<file path="src/rtl/divider.sv">
// divider: sequential 32-bit unsigned restoring divider, one quotient bit per clock, result {remainder, quotient}
// Ports: clk; reset (async, active-low); Signal (function field, 6'b011011 = DIVU starts);
//   dividend/divisor (sampled on the start edge); dataout {rem, quo}; busy (RUN);
//   done (one-cycle pulse with new dataout); div_zero (last completed divide had divisor 0)
module divider (
  input  logic        clk,
  input  logic        reset,
  input  logic [5:0]  Signal,
  input  logic [31:0] dividend,
  input  logic [31:0] divisor,
  output logic [63:0] dataout,
  output logic        busy,
  output logic        done,
  output logic        div_zero
);
  localparam logic [5:0] DIVU = 6'b011011;
  typedef enum logic [1:0] {IDLE, RUN, DONE} state_t;
  state_t state;
  logic [31:0] rem;
  logic [31:0] quo;
  logic [31:0] dvsr;
  logic [5:0]  count;
  logic        armed;
  logic [32:0] t;
  logic [31:0] diff;
  logic        fits;
  // A fitting partial remainder minus dvsr is always below 2^32, so 32-bit subtraction is exact.
  always_comb begin
    t = {rem, quo[31]};
    fits = t >= {1'b0, dvsr};
    diff = t[31:0] - dvsr;
  end
  always_ff @(posedge clk or negedge reset) begin
    if (!reset) begin
      state <= IDLE;
      rem <= '0;
      quo <= '0;
      dvsr <= '0;
      count <= '0;
      armed <= 1'b1;
      dataout <= '0;
      div_zero <= 1'b0;
      busy <= 1'b0;
      done <= 1'b0;
    end else begin
      done <= 1'b0;
      // Re-arm whenever the start code is absent so a held DIVU yields one operation.
      if (Signal != DIVU) armed <= 1'b1;
      case (state)
        IDLE: if (Signal == DIVU && armed) begin
          rem <= '0;
          quo <= dividend;
          dvsr <= divisor;
          count <= 6'd32;
          armed <= 1'b0;
          busy <= 1'b1;
          state <= RUN;
        end
        RUN: begin
          rem <= fits ? diff : t[31:0];
          quo <= {quo[30:0], fits};
          count <= count - 6'd1;
          if (count == 6'd1) begin
            busy <= 1'b0;
            state <= DONE;
          end
        end
        DONE: begin
          dataout <= {rem, quo};
          div_zero <= dvsr == '0;
          done <= 1'b1;
          state <= IDLE;
        end
        default: state <= IDLE;
      endcase
    end
  end
endmodule
</file>
<file path="config.mk">
export PLATFORM = sky130hd
export DESIGN_NAME = divider
export DESIGN_NICKNAME = d
export VERILOG_FILES = /design/src/rtl/divider.sv
export SDC_FILE = /design/constraint.sdc
export NUM_CORES = 1
export LEC_CHECK = 0
export ABC_AREA = 1
export ABC_CLOCK_PERIOD_IN_PS = 4900
export BUFFER_PORTS_ARGS = -buffer_cell sky130_fd_sc_hd__buf_2
export CAP_MARGIN = 10
export CORE_MARGIN = 1
export CORE_UTILIZATION = 63
export CTS_CLUSTER_DIAMETER = 80
export CTS_CLUSTER_SIZE = 28
export DETAILED_ROUTE_END_ITERATION = 8
export HOLD_SLACK_MARGIN = 0.1
export PLACE_DENSITY_LB_ADDON = 0.25
export SYNTH_ARGS = -nofsm -noshare
export SYNTH_HDL_FRONTEND = slang
export SYNTH_SLANG_ARGS = --single-unit
export TNS_END_PERCENT = 1
</file>
<file path="constraint.sdc">
create_clock -name clk -period 4.9 [get_ports clk]
set_input_delay 0.735 -clock clk [delete_from_list [all_inputs] [get_ports clk]]
set_output_delay 0.735 -clock clk [all_outputs]
set_load 0.02 [all_outputs]
</file>
Word level (Yosys, flattened, before mapping):

Cells that the tools add are included.

* multiply operators: 0
* $lt $le $gt $ge: 1
* reductions and logical operators: 8
* divide/modulo/power cells: 0
* add/subtract/negate cells: 2
* bitwise logic cells: 0
* eq/ne operators: 7
* mux-type cells: 17
* shift-type cells: 0

Operators with widths (count)
* 32-bit case mux with 2 select lines: 2
* 32-bit two-way mux: 3
* 33-bit by 32-bit >= comparator with 1-bit output: 1
* 32-bit logical NOT: 1
* 32-bit subtractor: 1
* 6-bit case mux with 2 select lines: 1
* 6-bit by 1-bit equality test with 1-bit output (second input constant): 1
* 6-bit by 5-bit equality test with 1-bit output (second input constant): 1
* 1-bit two-way mux: 6
* 6-bit two-way mux: 1
* 6-bit by 5-bit != test with 1-bit output (second input constant): 1
* 2-bit AND reduction: 3
* 6-bit by 1-bit subtractor with 6-bit output (second input constant): 1
* 2-bit two-way mux: 2
* 2-bit != test (second input constant): 2
* 2-bit case mux with 2 select lines: 1
* 3-bit AND reduction: 1
* 2-bit by 1-bit equality test with 1-bit output (second input constant): 1
* 2-bit equality test (second input constant): 1
* 2-bit logical NOT: 1
* 1-bit case mux with 2 select lines: 1
* 2-bit nonzero test: 1
* 1-bit logical AND: 1

* word-level logic and storage cells: 45
* memories: 0
* output and inout bits: 67
* RAM bits: 0
* memory bits (read-only): 0
* bits in latches: 0
* input bits: 72
* flip-flop bits (word level): 172

Logic depth before layout (Yosys ltp):

* depth after elaboration: 4
* depth in mapped cells: 16

Worst setup path before layout:

No wires, ideal clock.

* path kind: register to register
* start: register rem[26]
* end: register rem[0]
* required time: 4.783 ns
* cell stages (with the launch flop): 13
* path slack: 2.967 ns
* setup time: 0.117 ns
* arrival time: 1.815 ns
* buffers on the path: 1
* cells stage by stage: dfrtp_1 ha_1 nand2_1 inv_1 nand2_1 nand3_1 a21oi_1 nand2_2 nor2_8 buf_2 nand3_1 nand3_1 nand2_1

* longest elaborated chain between the ends: 3

Ends and longest elaborated chain
* start, declared: RTL line 19 `logic [31:0] rem;`
* start signal, assigned: RTL line 60 `rem <= fits ? diff : t[31:0];`
* 33-bit by 32-bit >= comparator with 1-bit output: RTL line 30 `fits = t >= {1'b0, dvsr};`
* 32-bit two-way mux: RTL line 60
* 32-bit case mux with 2 select lines: RTL line 49 `case (state)`

Every way passes these cells.
A chain may end at the register's enable or synchronous reset.

Worst setup path after layout:

* start: register rem[25]
* end: register rem[31]

* longest elaborated chain between the ends: 3
* elaborated cells on any way between the ends: 4
* those cells by class: add/sub: 1; order compare: 1; mux: 2

Ends and longest elaborated chain (RTL line)
* 32-bit subtractor / 33-bit by 32-bit >= comparator with 1-bit output (equally long branches): 31, 30
* 32-bit two-way mux (*): 60
* 32-bit case mux with 2 select lines (*): 49

Mark *: on every way between the ends. The rest lies on a longest branch, timed or not.

==> qor.txt <==
Power, Total: 7690 µW
worst-skew pair later-pin latency: 0.43 ns
Main synth FF type: dfrtp_1
Synth top cells by count: 459 x nand2_1, 229 x inv_1, 171 x dfrtp_1
Final Util: 74.3%
Port Buf Inserts: 138
Hold Vio Cnt, Final: 0
router iterations before antenna repair: 5
top cells by area, synth: dfrtp_1 43%, nand2_1 17%, inv_1 8.6%
crit start category: flip-flop
Worst Path Required: 5.22 ns
status: finished clean
fmax: 370 MHz
Pins Over Slew Limit: 0
Period Utilization, post-route: 55.2%
max cap viols: 0
DRT antenna net count: 0
GRT Total Usage: 33.5%
antenna cells: 0
Post-synth EDFFs: 0
final setup fails: 0
Post-Syn Area: 9950 µm²
first-pass GRT wire length: 42,400 µm
via total after detailed routing: 9,087
layout cell share with drive strength beyond 1: 16.5%
CP Capture Type: flip-flop
Avg Inst Size Synth: 7.50 µm²
Async S/R FF share, synth: 100%
post-synth top area share: 43.0%
Slew HR: 36.0%
Post-DP HPWL: 18,300 µm
register area share after synthesis: 43.3%
worst slew pin tran: 0.960 ns
clock tree buffer depth: 2
Hold WC Path Type: in2async
CTS root buffer: clkbuf_16
TritonCTS Buffers: 17
Hold WS: 0.432 ns
Die Ht: 128 µm
core footprint: 15,300 µm²
Leak: 0.00633 µW
vias in the first global route: 8,730
DR vias/cell: 5.44
Routed WL: 25,800 µm
Die Footprint: 16,300 µm²
initial drt markers: 666
number of distinct library cells after synthesis: 41
largest net degree at the start of global routing: 111
Starting Density: 65.0%
Crit Path Category: reg2reg
post-route DRC violation count: 0
grt ovf: 0
RSZ-0062 raised after global routing: no
hold buffer count at CTS: 0
synthesis-to-layout area growth: 14.3%
post-CTS setup buffers: 0
WL/cell: 15.4 µm
Final TNS setup: 0 ns
post-CTS sizing: 0
WP data arrival: 3.02 ns
Syn Inst Count: 1,327
H-tree depth: 4
antenna violations before repair: 0
CTS tree: built
Synth warnings: 0
PwrDens: 676 nW/µm²
most frequent cell after synthesis: nand2_1
Worst Path Max Fanout: 33
clk_skew: 0.00830 ns
#FFs+latches synth: 172
Mapped Nets: 1,434
nets@finish: 1,554
worst vdd ir: 0.359 mV
GPL Wtd Cong: 0.993
Ports: 139
Rows: 45
Reg clk slew, reported paths: 0.07 ns
min cycle time layout: 2.70 ns
largest area contributor in the netlist: dfrtp_1
fill cell count: 1,232
Die W: 128 µm
clock sinks: 172
-- registers in the layout, summed over array words and instances (netlist names) --
name      cells
busy          1
armed         1
count         6
state         2
div_zero      1
dataout      64
dvsr         32
quo          32
done          1
rem          32
-- cell usage in the layout (no fill, tap or decap), types with 6 or more instances in the layout --
cell type	netlist	layout
nand2_1	459	459
inv_1	229	228
dfrtp_1	171	171
buf_2	7	137
o21ai_0	81	81
nand3_1	79	79
nor2_1	47	47
ha_1	34	34
mux2_2	32	32
o211ai_1	18	18
clkbuf_16	0	17
a21oi_1	16	16
nor3_1	16	16
xnor2_1	15	15
a221oi_1	15	15
nand4_1	13	13
nand2_2	9	9
and2_1	8	8
nor4_1	8	8
nand3_2	7	7
nor2_2	6	6
clkinv_4	0	6
buf_4	3	6
-- final timing paths --
| path | startpoint | slack [ns] | to | cells past startpoint |
|---|---|---|---|---|
| min | reset | 0.43 | dataout[26]$_DFFE_PN0P_ | 1 |
| min reg2reg | dataout[8]$_DFFE_PN0P_ | 0.48 | dataout[8]$_DFFE_PN0P_ | 2 |
| max in group asynchronous | reset | 3.41 | armed$_DFF_PN1_ | 2 |
| max reg2reg | rem[25]$_DFFE_PN0P_ | 2.20 | rem[31]$_DFFE_PN0P_ | 13 |
| min in group clk | dataout[8]$_DFFE_PN0P_ | 0.48 | dataout[8]$_DFFE_PN0P_ | 2 |
| max | rem[25]$_DFFE_PN0P_ | 2.20 | rem[31]$_DFFE_PN0P_ | 13 |
-- critical path, stage by stage (launching register included) --
cell,delay [ns]
dfrtp_1,0.42
ha_1,0.39
nand2_1,0.10
nand2_1,0.09
nand2_1,0.07
nand3_1,0.08
a21oi_1,0.18
nand2_2,0.11
nor2_8,0.40
nand2_8,0.26
nand2_2,0.25
nand2_1,0.09
nand2_1,0.07
nand2_1,0.05
-- metrics by stage --
stage / setup slack (ns) / instance area (µm²) / std cells
CTS: 2.24 / 11400 / 1670
detailed placement: 2.10 / 10800 / 1639
floorplan: 2.97 / 9950 / 1327
global route: 2.00 / 11400 / 1670
global placement: 2.24 / 10800 / 1639
finish: 2.20 / 11400 / 1670
-- logic make-up after synthesis --
logic type / after synthesis / synth area share (%)
simple gates: 660 / 28.2
compound gates: 137 / 8.15
xor+xnor: 16 / 1.41
fa+ha+maj: 35 / 4.48
flops: 172 / 43.3
buf+inv: 275 / 10.8
mux: 32 / 3.62
-- final cells by class --
cell class / instances / area (µm²) / share of cell area (%)
multi-input cells: 880 / 4570 / 40.1
repair buffers: 144 / 742 / 6.52
inverters: 232 / 872 / 7.67
well taps: 211 / 264 / 2.32
clock buffers: 18 / 439 / 3.86
flip-flops and latches: 172 / 4310 / 37.8
clock inverters: 13 / 186 / 1.64
-- power breakdown --
group	switching (µW)	internal (µW)	total (µW)
Clock	597	827	1420
Sequential	289	1860	2150
Combinational	2750	1370	4120
Total	3640	4050	7690
-- layer usage --
| layer | wire [µm] | GRT usage [%] | part of all wire (%) |
|---|---|---|---|
| met1 | 11100 | 43.5 | 43 |
| met4 | 727 | 13.8 | 2.8 |
| met2 | 12200 | 56.4 | 47 |
| met5 | 0 | 0 | 0 |
| met3 | 1790 | 5.30 | 7.0 |
(Power assumes the default switching activity.)
